### src/rtl/mexecute_mem_unit.sv
// mexecute_mem_unit: execute/memory stage for vector element accesses.
// Purpose: accepts one decoded op while idle. A non-memory op passes through
//   to writeback in one cycle. A memory op issues lane+1 strided element
//   requests, one at a time, each completed by dmem_ack, and streams load data
//   back to writeback.
// Ports:
//   clk, rst                     clock, synchronous active-high reset
//   pc, dir_mem, dato_vectA,
//   lane, mux_key                decode fields (sampled only while idle)
//   escritura_regV, lectura_dmem,
//   escritura_dmem, select_wb    decode control bits
//   busy                         stall request upstream (high while issuing)
//   dmem_*                       data-memory request/response port
//   wb_*                         writeback stream (wb_valid qualifies it)
//   err                          one-cycle pulse for an op with both read and write set
module mexecute_mem_unit #(
  parameter int unsigned DATA_W = 23,
  parameter int unsigned ADDR_W = 15
) (
  input  logic              clk,
  input  logic              rst,
  input  logic [15:0]       pc,
  input  logic [ADDR_W-1:0] dir_mem,
  input  logic [DATA_W-1:0] dato_vectA,
  input  logic [4:0]        lane,
  input  logic [1:0]        mux_key,
  input  logic              escritura_regV,
  input  logic              lectura_dmem,
  input  logic              escritura_dmem,
  input  logic              select_wb,
  output logic              busy,
  output logic [ADDR_W-1:0] dmem_addr,
  output logic [DATA_W-1:0] dmem_wdata,
  output logic              dmem_rd,
  output logic              dmem_wr,
  input  logic [DATA_W-1:0] dmem_rdata,
  input  logic              dmem_ack,
  output logic              wb_valid,
  output logic [DATA_W-1:0] wb_data,
  output logic [4:0]        wb_lane,
  output logic              wb_select,
  output logic [15:0]       wb_pc,
  output logic              err
);

  localparam logic [0:0] IDLE  = 1'b0;
  localparam logic [0:0] ISSUE = 1'b1;

  logic [0:0]  r_state;
  logic [4:0]  r_i;
  logic [4:0]  r_last;
  logic [2:0]  r_stride;
  logic        r_sel;
  logic [15:0] r_pc;

  logic [0:0]        w_state_nxt;
  logic [4:0]        w_i_nxt;
  logic [4:0]        w_last_nxt;
  logic [2:0]        w_stride_nxt;
  logic              w_sel_nxt;
  logic [15:0]       w_pc_nxt;
  logic              w_busy_nxt;
  logic [ADDR_W-1:0] w_addr_nxt;
  logic [DATA_W-1:0] w_wdata_nxt;
  logic              w_rd_nxt;
  logic              w_wr_nxt;
  logic              w_wb_valid_nxt;
  logic [DATA_W-1:0] w_wb_data_nxt;
  logic [4:0]        w_wb_lane_nxt;
  logic              w_wb_sel_nxt;
  logic [15:0]       w_wb_pc_nxt;
  logic              w_err_nxt;

  logic              w_mem_op;
  logic [2:0]        w_stride;

  assign w_mem_op = lectura_dmem | escritura_dmem;

  // Address step per element selected by mux_key; 11 repeats the same address.
  always_comb begin
    w_stride = 3'd0;
    case (mux_key)
      2'b00:   w_stride = 3'd1;
      2'b01:   w_stride = 3'd2;
      2'b10:   w_stride = 3'd4;
      default: w_stride = 3'd0;
    endcase
  end

  // Next-state and next-output logic.
  always_comb begin
    w_state_nxt    = r_state;
    w_i_nxt        = r_i;
    w_last_nxt     = r_last;
    w_stride_nxt   = r_stride;
    w_sel_nxt      = r_sel;
    w_pc_nxt       = r_pc;
    w_busy_nxt     = busy;
    w_addr_nxt     = dmem_addr;
    w_wdata_nxt    = dmem_wdata;
    w_rd_nxt       = dmem_rd;
    w_wr_nxt       = dmem_wr;
    w_wb_valid_nxt = 1'b0;
    w_wb_data_nxt  = wb_data;
    w_wb_lane_nxt  = wb_lane;
    w_wb_sel_nxt   = wb_select;
    w_wb_pc_nxt    = wb_pc;
    w_err_nxt      = 1'b0;

    if (r_state == IDLE) begin
      if (w_mem_op) begin
        // Read+write together is illegal: flag it and run it as a load.
        w_state_nxt  = ISSUE;
        w_i_nxt      = 5'd0;
        w_last_nxt   = lane;
        w_stride_nxt = w_stride;
        w_sel_nxt    = select_wb;
        w_pc_nxt     = pc;
        w_busy_nxt   = 1'b1;
        w_addr_nxt   = dir_mem;
        w_wdata_nxt  = dato_vectA;
        w_rd_nxt     = lectura_dmem;
        w_wr_nxt     = ~lectura_dmem;
        w_err_nxt    = lectura_dmem & escritura_dmem;
      end else begin
        w_wb_valid_nxt = escritura_regV;
        w_wb_data_nxt  = dato_vectA;
        w_wb_lane_nxt  = lane;
        w_wb_sel_nxt   = select_wb;
        w_wb_pc_nxt    = pc;
      end
    end else if (dmem_ack) begin
      if (dmem_rd) begin
        w_wb_valid_nxt = 1'b1;
        w_wb_data_nxt  = dmem_rdata;
        w_wb_lane_nxt  = r_i;
        w_wb_sel_nxt   = r_sel;
        w_wb_pc_nxt    = r_pc;
      end
      if (r_i == r_last) begin
        w_state_nxt = IDLE;
        w_i_nxt     = 5'd0;
        w_busy_nxt  = 1'b0;
        w_rd_nxt    = 1'b0;
        w_wr_nxt    = 1'b0;
      end else begin
        // Next element address; wraps modulo 2^ADDR_W.
        w_i_nxt    = r_i + 5'd1;
        w_addr_nxt = dmem_addr + ADDR_W'(r_stride);
      end
    end
  end

  // State and registered outputs.
  always_ff @(posedge clk) begin
    if (rst) begin
      r_state    <= IDLE;
      r_i        <= 5'd0;
      r_last     <= 5'd0;
      r_stride   <= 3'd0;
      r_sel      <= 1'b0;
      r_pc       <= 16'd0;
      busy       <= 1'b0;
      dmem_addr  <= '0;
      dmem_wdata <= '0;
      dmem_rd    <= 1'b0;
      dmem_wr    <= 1'b0;
      wb_valid   <= 1'b0;
      wb_data    <= '0;
      wb_lane    <= 5'd0;
      wb_select  <= 1'b0;
      wb_pc      <= 16'd0;
      err        <= 1'b0;
    end else begin
      r_state    <= w_state_nxt;
      r_i        <= w_i_nxt;
      r_last     <= w_last_nxt;
      r_stride   <= w_stride_nxt;
      r_sel      <= w_sel_nxt;
      r_pc       <= w_pc_nxt;
      busy       <= w_busy_nxt;
      dmem_addr  <= w_addr_nxt;
      dmem_wdata <= w_wdata_nxt;
      dmem_rd    <= w_rd_nxt;
      dmem_wr    <= w_wr_nxt;
      wb_valid   <= w_wb_valid_nxt;
      wb_data    <= w_wb_data_nxt;
      wb_lane    <= w_wb_lane_nxt;
      wb_select  <= w_wb_sel_nxt;
      wb_pc      <= w_wb_pc_nxt;
      err        <= w_err_nxt;
    end
  end

endmodule
### config.mk
export PLATFORM = sky130hd
export DESIGN_NAME = mexecute_mem_unit
export DESIGN_NICKNAME = d
export VERILOG_FILES = /design/src/rtl/mexecute_mem_unit.sv
export SDC_FILE = /design/constraint.sdc
export NUM_CORES = 1
export LEC_CHECK = 0
export CAP_MARGIN = 20
export CORE_MARGIN = 2
export CORE_UTILIZATION = 47
export CTS_BUF_LIST = sky130_fd_sc_hd__clkbuf_4 sky130_fd_sc_hd__clkbuf_8
export DETAILED_ROUTE_END_ITERATION = 8
export PLACE_DENSITY = 0.78
export SYNTH_ARGS = -nofsm -noshare
export SYNTH_HDL_FRONTEND = slang
export SYNTH_SLANG_ARGS = --single-unit
### constraint.sdc
create_clock -name clk -period 2.1 [get_ports clk]
set_clock_uncertainty 0.15 [all_clocks]
set_input_delay 0.315 -clock clk [delete_from_list [all_inputs] [get_ports clk]]
set_output_delay 0.315 -clock clk [all_outputs]
set_load 0.05 [all_outputs]
# After elaboration in Yosys (flattened, before gate mapping)
# Index checks and enable logic that the tools add are counted.
# classes
eq_ne	8
n_bitwise	5
reduce_logical	8
add_sub_neg	2
n_mux	41
# op_table
operator	n
$mux W23	4
$mux W16	4
$mux W15	4
$mux W5	8
$mux W1	20
$add A15 B3 Y15	1
$pmux W3 S3	1
$reduce_and A3 Y1	3
$ne A2 B2 Y1 const B	4
$add A5 B1 Y5 const B	1
$eq A5 B5 Y1	1
$reduce_and A2 Y1	2
$not A1 Y1	3
$reduce_or A3 Y1	1
$eq A2 B1 Y1 const B	1
$eq A2 B2 Y1 const B	1
$logic_not A2 Y1	1
$ne A2 B1 Y1 const B	1
$reduce_bool A2 Y1	1
$and A1 B1 Y1	1
$or A1 B1 Y1	1
# totals
out_inout_bits	88
elab_cells	81
regBits	119
input_bits	91

# Longest topological paths before layout
# depth
ltp_word	4
ltp_mapped	8
mapped_depth_nobuf	8

# Least setup slack after synthesis
# Ideal clock, no wire load.
# synth_path
kind	flip-flop to flip-flop
from	register dmem_addr[0]
to	register dmem_addr[8]
setup_time_ns	0.080
setup_slack_ns	-0.305
n_path_buf	0
arrival_time_ns	2.175
synth_period_minus_slack_ns	2.405
t_required_ns	1.870
path_stages_with_launch	9
path_cell_list	dfxtp_1 -> ha_1 -> inv_1 -> fa_1 -> nor2b_1 -> o21ai_0 -> o21ai_0 -> a21oi_2 -> a211oi_2
# synth_via
elab_chain_cells	4
# synth_lines
item	line	text
start: declaration	32	output logic [ADDR_W-1:0] dmem_addr,
start signal: assignment	182	dmem_addr <= w_addr_nxt;
$add A15 B3 Y15	149	w_addr_nxt = dmem_addr + ADDR_W'(r_stride);
$mux W15	140	if (r_i == r_last) begin
$mux W15	132	end else if (dmem_ack) begin
$mux W15	110	if (r_state == IDLE) begin
# No other way between the ends. The select of a mux whose other input is x is not followed.
# A chain may end at the register's enable or synchronous reset.

# Worst setup path in the final report
# layout_path
from	register wb_data[2]
to	output wb_data[2]
# layout_lines
item	line	text
start: declaration	39	output logic [DATA_W-1:0] wb_data,
start signal: assignment	187	wb_data <= w_wb_data_nxt;
# No word-level cell between the ends.

==> results.ini <==
[outcome]
status = finished clean

[floorplanning]
io_pins = 179
die_h_um = 110
start_util_pct = 48.6
rows = 38
core_region_area_mm2 = 0.0109
die_area_mm2 = 0.0121
chipWidth_um = 110

[clocking]
cts_made_buffers = 17
cts_sinks = 119
hold_buffers = 0
root_buffer = clkbuf_8
tritoncts = done
cts_max_level = 4
insertion_delay_ps = 430
cts_buffer_depth = 2
clk_pin_slew_worst_paths_ps = 70

[timing]
worst_slack_ps = 47.4
slew_viol_final = 0
setup_tns_ps = 0
rsz0062_at_grt = no
fmax_mhz = 487
min_period_ps = 2050
slew_headroom_pct = 62.7
hold_viol_final = 0
worst_pin_slew_ps = 559
setup_viol = 0
period_share_pct = 97.7

[yosys]
synthesis.instances = 598
synth.distinct_cells = 48
synth_top_cell_area_share_pct = 45.0
ys_seq_area_share_pct = 45.0
synth-seq-cells = 119
syn_area_mm2 = 0.00529
ys.flop_type = dfxtp_1
synth_commonest_cells = 119 x dfxtp_1, 102 x nand2_1, 58 x nor2_1
yosysTopAreaCell = dfxtp_1
synth_top_family_by_area = compound AO/OA/AOI/OAI gates
async_reset_ff_share_pct = 0
synth_most_common_cell = dfxtp_1
avgSynthCellArea_um2 = 8.85
synth_compound_area_share_pct = 20.8
synthesis.nets = 694
synth_xor_area_share_pct = 1.32
synth_fa_ha_area_share_pct = 1.32
synth_warnings = 0
synth_edf_count = 0
synthTopCellsByArea = dfxtp_1 45%, mux2i_1 9.3%, nand2_1 7.2%
muxShareOfSynthArea_pct = 9.27
synthSimpleGateAreaFrac_pct = 16.8

[detailed_routing]
drc_errors = 0
drt-pass1-iter-count = 4
wl_per_cell_um = 15.4
ant_nets = 0
dr_total_vias = 4909
wl_um = 14200
via_per_inst = 5.33
drt_iter0_markers = 335

[setup_path]
critPathArrivalTime_ps = 1590
worst-path-buf-inv = 1
cp_max_fo = 2
crit_family = buffers and inverters
cp-end-kind = output pin
start_kind = register
crit_slowest_cell = clkdlybuf4s50_1
r2r_slack_ps = 130
crit_type = register to output pin
crit_chain = clkdlybuf4s50_1
cpPeakStageDelay_ps = 810
cp_data_required_time_ps = 1630

[power_and_ir_drop]
switching_share_pct = 33.2
power.density_mw_per_mm2 = 836
vdd_drop_max_v = 0.000877
p_sw_mw = 2.16
leakage_nw = 3.65
pwr-share-clk_pct = 32.7
combPwrFrac_pct = 27.6
seqPwrFrac_pct = 39.7
internal_power_mw = 4.33
power.total_mw = 6.48

[global_route]
antenna_found_initial = 0
grt_usage_pct = 23.6
grt_max_degree = 51
grt_pass1_wl_um = 22300
grt_overflow = 0
first_global_vias = 4707

[finish]
area_growth_pct = 46.7
layout.nets = 864
finalNonFillerCells = 921
layout-drive-gt1-share_pct = 11.3
fill_cells = 827
n_antenna_cell = 0

[placement]
portBuffers = 178
place_inst = 889
dp_hpwl_um = 9820
pre_cts_ws_ps = -86.7
gp_congestion = 0.825

[run]
maxCapViolCount = 0

[worst_hold_path]
hold_path.class = input pin to register

placed cells by master, fill, tap and decap left out, types with 2 or more instances in the layout:
master / n
inv_1: 6
nor2b_1: 6
a21oi_2: 8
and4_1: 2
dlymetal6s2s_1: 46
a21bo_1: 2
dfxtp_1: 116
nor3_1: 3
a211oi_2: 10
nor3b_1: 3
mux2i_1: 49
nand3_1: 6
buf_12: 6
clkinvlp_4: 3
nand4_1: 5
clkinv_2: 7
o21ai_1: 4
nand2b_1: 5
o22ai_1: 5
dfxtp_4: 3
nand2_1: 102
buf_4: 19
a21o_1: 3
a211oi_1: 46
xor2_1: 7
a21oi_1: 56
o21ai_0: 14
clkdlybuf4s50_1: 111
clkbuf_8: 18
ha_1: 4
dlygate4sd2_1: 18
nor4_1: 2
nand3b_1: 2
o31ai_1: 2
bufinv_16: 3
nor2_1: 58
nor4b_1: 2
power by group through the flow:
stage | registers (mW) | logic, mW | clock network (mW)
final | 2.58 | 1.79 | 2.12
after global routing | 2.60 | 1.91 | 2.27
after CTS | 2.58 | 1.80 | 2.16
after detailed placement | 2.63 | 1.82 | 0
after global placement | 2.62 | 1.78 | 0
after floorplan | 3.11 | 0.675 | 0
final cells by class:
class | instances | area, um^2 | area share, %
Clock inverter | 14 | 156 | 2.02
Clock buffer | 18 | 248 | 3.19
Tap cell | 140 | 175 | 2.26
Sequential cell | 119 | 2390 | 30.8
Multi-Input combinational cell | 424 | 2660 | 34.2
Timing Repair Buffer | 200 | 2110 | 27.2
Inverter | 6 | 22.5 | 0.290
per-stage QoR:
stage / cell area [um^2] / util, % / hold WS [ps]
final: 7760 / 71.3 / 117
after floorplan: 5300 / - / 286
after CTS: 7630 / 70.1 / 79.9
after detailed placement: 7240 / 66.5 / 299
after global routing: 7760 / 71.3 / 84.4
after global placement: 7240 / 66.5 / 291
sequential cells by signal, indices dropped and copies added, names as in the netlist:
name	count
r_pc	16
dmem_rd	1
r_stride	3
r_i	5
wb_valid	1
r_last	5
wb_select	1
wb_lane	5
wb_pc	16
r_sel	1
wb_data	23
err	1
dmem_wr	1
r_state	1
busy	1
dmem_wdata	23
dmem_addr	15
final timing paths:
kind / cells after the start / endpoint / startpoint
setup / recovery: 1 / wb_data[2] / wb_data[2]$_SDFFE_PP0P_
hold / removal: 2 / r_i[1]$_SDFFE_PP0P_ / rst
setup reg to reg: 8 / dmem_addr[12]$_SDFFE_PP0P_ / r_stride[0]$_SDFFE_PP0P_
hold reg to reg: 2 / dmem_wdata[12]$_SDFFE_PP0P_ / dmem_wdata[12]$_SDFFE_PP0P_
repair_timing:
action / 4_1_cts / 5_1_grt
buffers inserted: 0 / 0
cloned: 0 / 0
pin swaps: 0 / 1
setup endpoints to repair: 23 / 52
resized for setup: 23 / 50
routing by layer:
metal  track usage, %  up-vias  wire [um]
li1                 -     2445          -
met1             28.4     2298       6030
met2             38.2      147       6820
met3             9.70       19       1150
met4             7.77        0        172
met5                0        -          0
logic make-up (layout without fill, tap and decap cells):
group	count (synthesis)	count (layout)
buf+inv	55	238
mux	49	49
flops	119	119
xor+xnor	8	8
fa+ha+maj	5	5
compound gates	160	160
simple gates	202	202
No activity file was read; power rests on OpenSTA's default activity.
